## src/rtl/layer1_sum_accumulator.sv

```systemverilog
// Layer-1 multiply-accumulate producer feeding the RELU sumIn/trigger inputs.
// Saturating per-node sums, double-buffered into one packed output word.
module layer1_sum_accumulator #(
    parameter int NODES = 4,
    parameter int TERMS = 16,
    parameter int IN_W  = 8,
    parameter int W_W   = 8,
    parameter int SUM_W = 18
) (
    input  logic                   clk,
    input  logic                   rst_n,
    input  logic                   clear,
    input  logic                   in_valid,
    output logic                   in_ready,
    input  logic [IN_W-1:0]        in_data,
    input  logic [W_W-1:0]         in_weight,
    output logic [NODES*SUM_W-1:0] sumIn,
    output logic                   trigger,
    output logic                   busy
);

    localparam int PW = IN_W + W_W;
    localparam int TW = (TERMS > 1) ? $clog2(TERMS) : 1;
    localparam int NW = (NODES > 1) ? $clog2(NODES) : 1;
    localparam logic [TW-1:0] T_LAST = TW'(TERMS - 1);
    localparam logic [NW-1:0] N_LAST = NW'(NODES - 1);

    typedef enum logic [1:0] {
        INIT,
        ACCUM,
        EMIT
    } state_t;

    state_t             state;
    logic [TW-1:0]      term;
    logic [NW-1:0]      node;
    logic [SUM_W-1:0]   acc;
    logic [SUM_W-1:0]   sat;
    logic [SUM_W-1:0]   slot [NODES];
    logic signed [PW-1:0] prod;
    logic [SUM_W:0]     wide;
    logic               accept;

    assign prod = $signed(in_data) * $signed(in_weight);
    assign wide = {acc[SUM_W-1], acc}
                + {{(SUM_W+1-PW){prod[PW-1]}}, prod};
    assign accept = (state == ACCUM) && in_valid && in_ready && !clear;

    // Overflow shows as disagreement between the two top bits of the wide sum.
    always_comb begin
        sat = wide[SUM_W-1:0];
        if (wide[SUM_W] != wide[SUM_W-1]) begin
            if (wide[SUM_W]) begin
                sat = {1'b1, {(SUM_W-1){1'b0}}};
            end else begin
                sat = {1'b0, {(SUM_W-1){1'b1}}};
            end
        end
    end

    always_ff @(posedge clk or negedge rst_n) begin
        if (!rst_n) begin
            state    <= INIT;
            in_ready <= 1'b0;
            trigger  <= 1'b0;
            busy     <= 1'b0;
            sumIn    <= '0;
            term     <= '0;
            node     <= '0;
            acc      <= '0;
            for (int k = 0; k < NODES; k++) begin
                slot[k] <= '0;
            end
        end else begin
            trigger <= 1'b0;
            unique case (state)
                INIT: begin
                    state    <= ACCUM;
                    in_ready <= 1'b1;
                end
                ACCUM: begin
                    if (clear) begin
                        term <= '0;
                        node <= '0;
                        acc  <= '0;
                        busy <= 1'b0;
                        for (int k = 0; k < NODES; k++) begin
                            slot[k] <= '0;
                        end
                    end else if (accept) begin
                        busy <= 1'b1;
                        if (term == T_LAST) begin
                            term       <= '0;
                            acc        <= '0;
                            slot[node] <= sat;
                            if (node == N_LAST) begin
                                // Final node bypasses its slot so sumIn lands with trigger.
                                node     <= '0;
                                state    <= EMIT;
                                in_ready <= 1'b0;
                                trigger  <= 1'b1;
                                busy     <= 1'b0;
                                for (int k = 0; k < NODES; k++) begin
                                    sumIn[k*SUM_W +: SUM_W] <=
                                        (k == NODES - 1) ? sat : slot[k];
                                end
                            end else begin
                                node <= node + 1'b1;
                            end
                        end else begin
                            acc  <= sat;
                            term <= term + 1'b1;
                        end
                    end
                end
                EMIT: begin
                    state    <= ACCUM;
                    in_ready <= 1'b1;
                end
                default: begin
                    state    <= INIT;
                    in_ready <= 1'b0;
                end
            endcase
        end
    end

endmodule

```

## config.mk

```make
export PLATFORM = sky130hd
export DESIGN_NAME = layer1_sum_accumulator
export DESIGN_NICKNAME = d
export VERILOG_FILES = /design/src/rtl/layer1_sum_accumulator.sv
export SDC_FILE = /design/constraint.sdc
export NUM_CORES = 1
export LEC_CHECK = 0
export CAP_MARGIN = 5
export CORE_ASPECT_RATIO = 1.2
export CORE_MARGIN = 5
export CORE_UTILIZATION = 40
export CTS_BUF_LIST = sky130_fd_sc_hd__clkbuf_4
export DETAILED_ROUTE_END_ITERATION = 10
export GPL_TIMING_DRIVEN = 0
export PLACE_DENSITY = 0.58
export SYNTH_ARGS = -nofsm -noshare
export SYNTH_HDL_FRONTEND = slang
export SYNTH_SLANG_ARGS = --single-unit
```

## constraint.sdc

```tcl
create_clock -name clk -period 6.5 [get_ports clk]
set_input_delay 1.3 -clock clk [delete_from_list [all_inputs] [get_ports clk]]
set_output_delay 1.3 -clock clk [all_outputs]
set_load 0.005 [all_outputs]
```

* Yosys cells after proc, flatten, opt, wreduce, memory -nomap -nowiden
Index checks and enable logic that the tools add are counted.
Word-level totals: ROM bits 0, flip-flop bits (word level) 173, output and inout port bits 75, bits in latches 0, memories kept 0, RAM bits 0
Operators by class: multiplexer cells 37, multiply operators 1, reduce and logical (&&, ||, !) cells 13, $lt $le $gt $ge 2, $add $sub $neg 3, eq/ne operators 9, bitwise operators 2, divide/modulo/power cells 0, shift-type cells 0
Operators by type and width (count):
- 72-bit 2-to-1 mux | 3
- 18-bit 2-to-1 mux | 6
- 72-bit bitwise mux | 1
- 18-bit demux with 2-bit select | 1
- 18-bit by 16-bit adder with 19-bit output | 1
- 8-bit by 8-bit multiplier with 16-bit output | 1
- 2-bit 2-to-1 mux | 8
- 1-bit 2-to-1 mux | 13
- 4-bit 2-to-1 mux | 3
- 5-bit AND reduction | 1
- 4-bit by 1-bit adder with 4-bit output (second input constant) | 1
- 2-bit == test (second input constant) | 2
- 4-bit == test (second input constant) | 1
- 1-bit logical AND | 4
- 2-bit by 1-bit != test with 1-bit output (second input constant) | 2
- 2-bit != test (second input constant) | 2
- 2-bit one-hot mux with 2 select lines | 1
- 4-bit AND reduction | 1
- 2-bit nonzero test | 2
- 3-bit greater-or-equal comparator (second input constant) | 1
- 3-bit by 1-bit < comparator with 1-bit output (second input constant) | 1
- 2-bit NOT with 3-bit output | 1
- 3-bit AND reduction | 1
- 2-bit by 1-bit adder with 2-bit output (second input constant) | 1
- other kinds (8) | 8

* Longest topological paths before layout
Gate-level depths: netlist (run 1).
word-level depth 9, depth in mapped cells 21, mapped depth without buffers 19

* Worst setup path after synthesis (run 1)
OpenSTA, ideal clock, no wires.
kind input-to-reg, start point input port in_weight[0], end point register sumIn[55], library setup time 125 ps, slack -67 ps, stages on the path 17, arrival 6442 ps, buffers on the path 1, cell sequence and2_1 inv_1 fa_1 inv_1 fa_1 fa_1 fa_1 fa_1 ha_1 o21ai_0 o21a_1 o31a_1 o21a_4 xnor2_4 buf_6 maj3_4 mux2_4
On the way: longest elaborated chain between the ends 4, elaborated cells between the ends (all ways) 5, classes of those cells 1 x add/sub; 1 x mul; 1 x eq/ne; 2 x mux
RTL lines:
- start: declaration | line 16 | input logic [W_W-1:0] in_weight,
- 8-bit by 8-bit multiplier with 16-bit output * | line 44 | assign prod = $signed(in_data) * $signed(in_weight);
- 18-bit by 16-bit adder with 19-bit output * | line 46 | + {{(SUM_W+1-PW){prod[PW-1]}}, prod};
- 18-bit 2-to-1 mux / 1-bit != test (equally long branches) | line 53, 52
- 18-bit 2-to-1 mux * | line 52 | if (wide[SUM_W] != wide[SUM_W-1]) begin
- end signal: indexed assignment | line 104 | sumIn[k*SUM_W +: SUM_W] <=
- end: declaration | line 17 | output logic [NODES*SUM_W-1:0] sumIn,
Every way passes the cells marked *; elsewhere a longest branch is shown, timed or not. A chain may end at the register's enable or synchronous reset.

* Worst setup path after layout (run 1)
start point input port in_weight[5], end point register sumIn[65]
Same word-level chain as after synthesis.

==> results.cfg, run 1 <==
[floorplan]
dieHeight_um = 179
core_area_um2 = 23400
start_util_pct = 40.8
dieArea_um2 = 27000
ios = 95
placementRows = 61
fp.dieW_um = 151

[synthesis]
syn_inst = 879
avgSynthCellArea_um2 = 10.8
synth.area.top_cells = dfrtp_1 41%, fa_1 18%, nand2_1 8.3%, ha_1 6.4%, a22o_1 6.1%
ys_ff_latch = 155
synth_edf_count = 0
yosys.cell_types.count = 54
ys_warn_count = 0
yosysSeqAreaShare_pct = 40.7
netlist_area_um2 = 9520
yosysTopAreaCellShare_pct = 40.7
ys.flop_type = dfrtp_1
syn_nets = 1032
yosysTopAreaCell = dfrtp_1
async_flop_share_pct = 100

[cells_and_area]
multi_input_area_um2 = 5130
final_cell_count_no_fill = 1324
drive_above_1_share_pct = 9.82
final.fill_count = 2207
syn_to_final_growth_pct = 18.2
seq_area_um2 = 3880
nets = 1148

[drt]
via_per_inst = 4.97
first_pass_iters = 5
wl_mm = 21.7
drt_iter0_markers = 290
postRouteAntennaNets = 0
post_drt_wl_per_cell_um = 16.4
route.detailed.drc = 0
via_count = 6577

[clock_network]
cts_tree = built
max-clock-path-buffers = 2
clk_latency_ps = 550
root_buffer = clkbuf_4
clk_pin_slew_worst_paths_ps = 130
cts_sinks = 155
htree_levels = 4
cts_buffers = 17

[critical_path]
reg2reg_slack_ps = 1110
path_class = in2reg
r2r_end = sumIn[65]
arrival_ps = 6820
crit_path_max_fanout = 10
r2r-start = acc[6]
reg2reg_depth = 18
cp-start-kind = input pin
cp.required_ps = 6940
cp-end-kind = flop

[global_routing]
grtUsageTotal_pct = 17.0
grt_pass1_vias = 6717
antenna_found_initial = 1
grt_max_degree = 83
grt_pass1_wl_mm = 35.8
grt_overflow = 0

[worst_hold_path]
hold_class = reg2reg
hold_depth = 1
hold_end = in_ready
hold_start = state[0]

[sta]
setup_violations = 0
fin_ws_ps = 119
fin_crit_ps = 6380
finClkSkew_ps = 25.6
rsz0062_at_grt = no
tightest_slew_ps = 829
drv_slew = 0
finalSetupTns_ps = 0
period_share_pct = 98.2
slew_headroom_pct = 44.8
fmax_ghz = 0.157
finalHoldViolCount = 0

[placed_design]
dp_hpwl_mm = 16.5
port_buffers = 93
dp.cells = 1288
gp_congestion = 0.782
dp_slack_ps = -988

[job]
cap_violations = 0

[outcome]
status = finished, final reports clean
==> cells by family (layout without fill, tap and decap cells) <==
family,Yosys count,after routing,synth area share (%)
mux,18,18,2.30
fa+ha+maj,150,150,26.2
other cells,0,1,0
flops,155,155,40.7
xor+xnor,19,19,2.22
simple gates,285,285,12.6
compound gates,123,123,10.3
buf+inv,129,258,5.55
==> how the worst max path moves through the flow <==
stage | cells after the start | slack, ps | start | to
after global routing | 21 | 10 | in_weight[0] | sumIn[65]
after global placement | 1 | -2250 | rst_n | sumIn[61]
after detailed placement | 18 | -990 | in_weight[0] | sumIn[70]
final | 17 | 120 | in_weight[5] | sumIn[65]
after floorplan | 16 | 110 | in_weight[1] | sumIn[55]
after CTS | 19 | 0.4 | in_weight[2] | sumIn[65]
==> registers in the layout, indices dropped and copies added (netlist names) <==
name / flops
acc: 18
busy: 1
in_ready: 1
node: 2
slot: 54
state: 2
sumIn: 72
term: 4
trigger: 1
==> Yosys cell counts (5+ instances only) <==
| cell | number |
|---|---|
| nand3_1 | 5 |
| maj3_2 | 11 |
| a22o_1 | 66 |
| buf_2 | 8 |
| fa_1 | 84 |
| mux2_4 | 5 |
| xor2_1 | 7 |
| o21ai_0 | 19 |
| mux2_2 | 11 |
| nor2_1 | 23 |
| a21o_1 | 6 |
| xnor2_1 | 9 |
| inv_1 | 93 |
| ha_1 | 49 |
| dfrtp_1 | 155 |
| a21oi_1 | 5 |
| and2_1 | 35 |
| maj3_4 | 5 |
| nand2_1 | 210 |
| clkbuf_1 | 18 |
==> metrics by stage <==
step                cell area, um^2  utilization (%)  hold WS (ps)
detailed placement            10900             46.6           448
CTS                           11200             48.0           456
global placement              10800             46.4           440
finish                        11300             48.2           460
global route                  11300             48.2           497
floorplan                      9520                -           432
==> per-layer routing <==
metal	track usage, %	up-vias	routed length, um
li1	-	3102	-
met1	24.4	3332	9970
met2	27.6	131	10700
met3	1.92	12	843
met4	4.08	0	177
met5	0	-	0
==> placed cells by master (no fill, tap or decap), types with 3 or more instances in the layout <==
cell type,n
a21oi_4,3
mux2_4,5
clkbuf_1,18
nand2_1,210
nor2_1,23
a211oi_1,4
clkinv_2,3
maj3_4,5
inv_1,93
buf_2,8
o21ai_1,3
mux2_2,11
dlygate4sd2_1,3
xnor2_1,9
maj3_2,11
nand3_1,5
fa_1,83
and2_1,33
dfrtp_1,155
dlymetal6s2s_1,8
xor2_1,7
clkbuf_4,17
clkinv_4,3
inv_6,3
o21ai_0,19
clkdlybuf4s50_1,81
buf_1,3
a21o_1,6
a22o_1,66
a21oi_1,5
ha_1,49
buf_4,4
a31oi_1,4
bufinv_16,3
buf_6,5
==> area by class of cell <==
type,count,area share (%)
multi-input combinational,595,45.6
inverter,95,3.20
clock buffer,17,1.13
buffer,34,1.52
timing repair buffer,97,8.87
sequential,155,34.5
tap,315,3.50
clock inverter,15,1.67
antenna,1,0.0222
==> critical path, stage by stage <==
cell and delay [ps]:
clkdlybuf4s50_1 610, nand2_1 120, fa_1 510, fa_1 490
inv_1 50, fa_1 470, fa_1 580, fa_1 440
ha_1 350, o21ai_0 100, o21a_1 210, o31a_1 350
o21a_4 240, xnor2_4 150, buf_6 170, maj3_2 400
mux2_2 290
==> repair_timing <==
item                       4_1_cts  5_1_grt
hold buffers                     0        0
setup endpoints to repair       85       81
resized for setup                5       11
gates cloned                     0        0
buffers inserted                 2        1
Power of run 1 is not shown: default switching activity piles up to over one toggle a cycle in this logic, so the estimate is an artifact.
==> inputs of run 2 (changes only) <==
Settings changed: RECOVER_POWER set to 100.
==> run 2 against run 1 <==
Via count down 0.27%; die area did not move; the flow now finishes with violations (capacitance limit, slew limit); global-route usage unchanged; register-to-register slack is essentially flat; wire length decreased by 0.14%; critical path type unchanged.
==> results.cfg, run 2 (synthesized netlist as in run 1, its figures left out) <==
[outcome]
status = finished with violations
violations = capacitance limit, slew limit

[sta]
slew_headroom_pct = -168
hold_slack_ps = 461
fmax_ghz = 0.157
setup_violations = 0
fin_crit_ps = 6380
drv_slew = 74
period_share_pct = 98.1
finClkSkew_ps = 25.4
rsz0062_at_grt = no
finalHoldViolCount = 0
finalSetupTns_ps = 0
tightest_slew_ps = 4010

[clock_network]
max-clock-path-buffers = 2
cts_sinks = 155
htree_levels = 4
cts_buffers = 17
hold_buffers = 0
clk_pin_slew_worst_paths_ps = 130
clk_latency_ps = 560
cts_tree = built
root_buffer = clkbuf_4

[floorplan]
placementRows = 61
core_area_um2 = 23400
ios = 95
dieArea_um2 = 27000
dieHeight_um = 179
fp.dieW_um = 151
start_util_pct = 40.8

[drt]
route.detailed.drc = 0
via_per_inst = 4.95
wl_mm = 21.7
drt_iter0_markers = 296
post_drt_wl_per_cell_um = 16.4
via_count = 6559
first_pass_iters = 5
postRouteAntennaNets = 0

[cells_and_area]
largest_reg_flops = 72
syn_to_final_growth_pct = 17.7
final_core_util_pct = 48.0
nets = 1148
drive_above_1_share_pct = 8.33
regMostFlops = sumIn
final_cell_mix = 210 x nand2_1, 155 x dfrtp_1, 94 x inv_1, 84 x fa_1, 76 x dlygate4sd3_1
layout_commonest_cell = nand2_1
reg.largest.list = sumIn x72, slot x54, acc x18

[global_routing]
antenna_found_initial = 1
grt_max_degree = 83
grtUsageTotal_pct = 17.0
grt_pass1_wl_mm = 35.8
grt_pass1_vias = 6717
grt_overflow = 0

[critical_path]
cp.required_ps = 6950
cp-start-kind = input pin
crit_path_max_fanout = 10
path_class = in2reg
cp-end-kind = flop
arrival_ps = 6830

[worst_hold_path]
hold_class = reg2reg

[placed_design]
gp_congestion = 0.782
port_buffers = 93
dp_hpwl_mm = 16.5

[job]
cap_violations = 1
[run 2: cell count changes in the layout (fill, tap and decap cells not counted), sizes merged]
| cell | change |
|---|---|
| buf | -8 |
| clkbuf | +8 |
| clkdlybuf4s50 | -76 |
| dlygate4sd3 | +76 |
[run 2: worst max-delay path, cell delays in order]
cell,delay [ps]
clkdlybuf4s50_1,610
nand2_1,120
fa_1,510
fa_1,490
inv_1,50
fa_1,470
fa_1,580
fa_1,440
ha_1,350
o21ai_0,100
o21a_1,210
o31a_1,350
o21a_4,240
xnor2_4,150
buf_6,170
maj3_2,400
mux2_2,290
[run 2: through the flow]
step	area, um^2	setup WS, ps	cells
finish	11200	122	1324
global route	11200	10.0	1324
CTS	11200	0.437	1322
detailed placement	10900	-988	1288
global placement	10800	-2250	1287
floorplan	9520	107	879
[run 2: area by class of cell]
class,instances,area [um^2]
Timing Repair Buffer,97,991
Sequential cell,155,3880
Clock buffer,17,128
Inverter,95,360
Fill cell,2224,12100
Tap cell,315,394
Buffer,34,160
Clock inverter,15,188
Multi-Input combinational cell,595,5100
Antenna cell,1,2.50
[run 2: metal layers]
layer / share of wire (%) / wire length (um) / GRT usage (%)
met4: 0.98 / 212 / 4.08
met3: 3.2 / 697 / 1.92
met1: 47 / 10100 / 24.4
met5: 0 / 0 / 0
met2: 49 / 10700 / 27.6
[run 2: worst paths after layout]
check                      depth (start not counted)  slack (ps)         start   endpoint
max                                               17         120  in_weight[5]  sumIn[65]
max reg2reg                                       18        1110        acc[6]  sumIn[65]
min                                                1         460      state[0]   in_ready
max in group asynchronous                          1        2130         rst_n   slot[62]
min reg2reg                                        1         460      state[0]   in_ready
min in group asynchronous                          1        2130         rst_n   slot[35]
[run 2: repair_timing]
action | 4_1_cts | 5_1_grt
gates resized for setup | 5 | 11
setup endpoints to repair | 85 | 81
setup buffers | 2 | 1
Power of run 2 is left out for the same reason.
==> inputs of run 3 (changes only) <==
Settings changed: CTS_BUF_LIST sky130_fd_sc_hd__clkbuf_4 to unset, GPL_TIMING_DRIVEN 0 to unset.
==> run 3 against run 2 <==
The run still ends with capacitance limit, slew limit left; setup slack gained 63 ps; cell area grew 6.7%; clock skew shrank 14 ps; sequential cell count is the same; fmax grew 0.99%; core utilization grew 3.2 points; first-iteration DRC count shrank 13%; global-route usage grew 0.68 points; via count grew 1.5%; sequential share of layout area shrank 2.2 points; worst hold slack gained 5.1 ps; cell count grew 3.0%; critical path type unchanged; largest cell class unchanged; highest routed layer unchanged.
==> results.cfg, run 3 (synthesized netlist as in run 1, its figures left out) <==
[clock_network]
cts_buffers = 17
root_buffer = clkbuf_16
cts_tree = built
max-clock-path-buffers = 2
clk_pin_slew_worst_paths_ps = 70
cts_sinks = 155
htree_levels = 4
hold_buffers = 0
clk_latency_ps = 420

[cells_and_area]
reg.largest.list = sumIn x72, slot x54, acc x18
layout_commonest_cell = nand2_1
largest_reg_flops = 72
drive_above_1_share_pct = 15.3
nets = 1189
regMostFlops = sumIn
antenna_cells = 0
final_cell_count_no_fill = 1364
syn_to_final_growth_pct = 25.6
final_cell_mix = 210 x nand2_1, 155 x dfrtp_1, 94 x inv_1, 83 x fa_1, 76 x dlygate4sd3_1

[placed_design]
port_buffers = 94
dp_slack_ps = -588
gp_congestion = 0.761
dp.cells = 1329
dp_hpwl_mm = 16.7

[global_routing]
antenna_found_initial = 0
met3_usage_pct = 2.81
grt_max_degree = 105
grt-busiest-layer = met2
grt_util_met1_pct = 24.6
grt_pass1_vias = 7035
grt_overflow = 0
grtUsageTotal_pct = 17.6
grtUsageMet2_pct = 29.3
grt_pass1_wl_mm = 37.4

[floorplan]
dieArea_um2 = 27000
ios = 95
dieHeight_um = 179
fp.dieW_um = 151
core_area_um2 = 23400
start_util_pct = 40.8
placementRows = 61

[drt]
via_count = 6656
first_pass_iters = 4
route.detailed.drc = 0
wl_mm = 22.3
post_drt_wl_per_cell_um = 16.4
postRouteAntennaNets = 0
drt_iter0_markers = 258
via_per_inst = 4.88

[critical_path]
crit_chain = clkdlybuf4s50_1 > nand2_1 > fa_1 > fa_1 > inv_1 > fa_1 > fa_1 > fa_1 > ha_4 > o21ai_0 > o21a_1 > o31a_1 > o21a_4 > xnor2_4 > buf_12 > maj3_4 > mux2_4
r2r_end = sumIn[58]
r2r-start = acc[6]
arrival_ps = 6620
cp-end-kind = flop
reg2reg_slack_ps = 1260
cp-startpoint = in_weight[5]
endpoint = sumIn[58]
slowest_stage = fa_1
reg2reg_depth = 18
cp.required_ps = 6810
cpMostUsedCell = fa_1
path_class = in2reg
cp-start-kind = input pin
crit_path_max_fanout = 13
slowest_delay_ps = 580

[sta]
finalHoldViolCount = 0
rsz0062_at_grt = no
slew_headroom_pct = -209
fin_crit_ps = 6320
setup_violations = 0
finClkSkew_ps = 11.7
finalSetupTns_ps = 0
period_share_pct = 97.2
drv_slew = 199
fmax_ghz = 0.158
fin_ws_ps = 185
tightest_slew_ps = 4640

[worst_hold_path]
hold_class = reg2reg

[job]
cap_violations = 3

[outcome]
violations = capacitance limit, slew limit
status = finished with violations
==> run 3: cell type report <==
cell class	instances	area, um^2
flip-flops and latches	155	3880
clock buffers	18	439
clock inverters	14	136
inverters	95	357
multi-input cells	595	5160
fillers	2180	11400
repair buffers	172	1590
well taps	315	394
==> run 3: timing repair <==
| item | in CTS | in global routing |
|---|---|---|
| resized for setup | 2 | 18 |
| buffers inserted | 0 | 3 |
| pin swaps | 0 | 3 |
| setup endpoints to repair | 80 | 85 |
==> run 3: worst min-delay path by stage <==
stage	end	from	cells after the start	slack (ps)
2_1_floorplan	in_ready	state[0]	1	430
3_3_place_gp	in_ready	state[0]	1	450
3_5_place_dp	sumIn[6]	slot[60]	2	460
4_1_cts	in_ready	state[0]	1	470
5_1_grt	sumIn[15]	sumIn[15]	2	490
6_report	sumIn[5]	sumIn[5]	2	470
==> run 3: through the flow <==
| step | instance area (um^2) | hold WS, ps | utilization [%] |
|---|---|---|---|
| after floorplan | 9520 | 432 | - |
| after global placement | 11300 | 453 | 48.4 |
| after detailed placement | 11300 | 457 | 48.4 |
| after CTS | 11900 | 470 | 50.9 |
| after global routing | 12000 | 494 | 51.2 |
| final | 12000 | 466 | 51.2 |
==> run 3: per-layer routing <==
metal / part of all wire (%) / vias to the layer above
met5: 0 / -
met4: 0.97 / 0
met3: 3.7 / 15
met2: 50 / 122
met1: 45 / 3338
li1: - / 3181
==> run 3: critical path: cells and delay by family <==
family | cells | cell delay, ps
xor gates and xnor gates | 1 | 140
and+or+nand+nor | 1 | 90
muxes | 1 | 270
adders and majority gates | 7 | 3210
buffers and inverters | 3 | 750
AOI/OAI and AO/OA | 4 | 860
Power of run 3 is left out for the same reason.
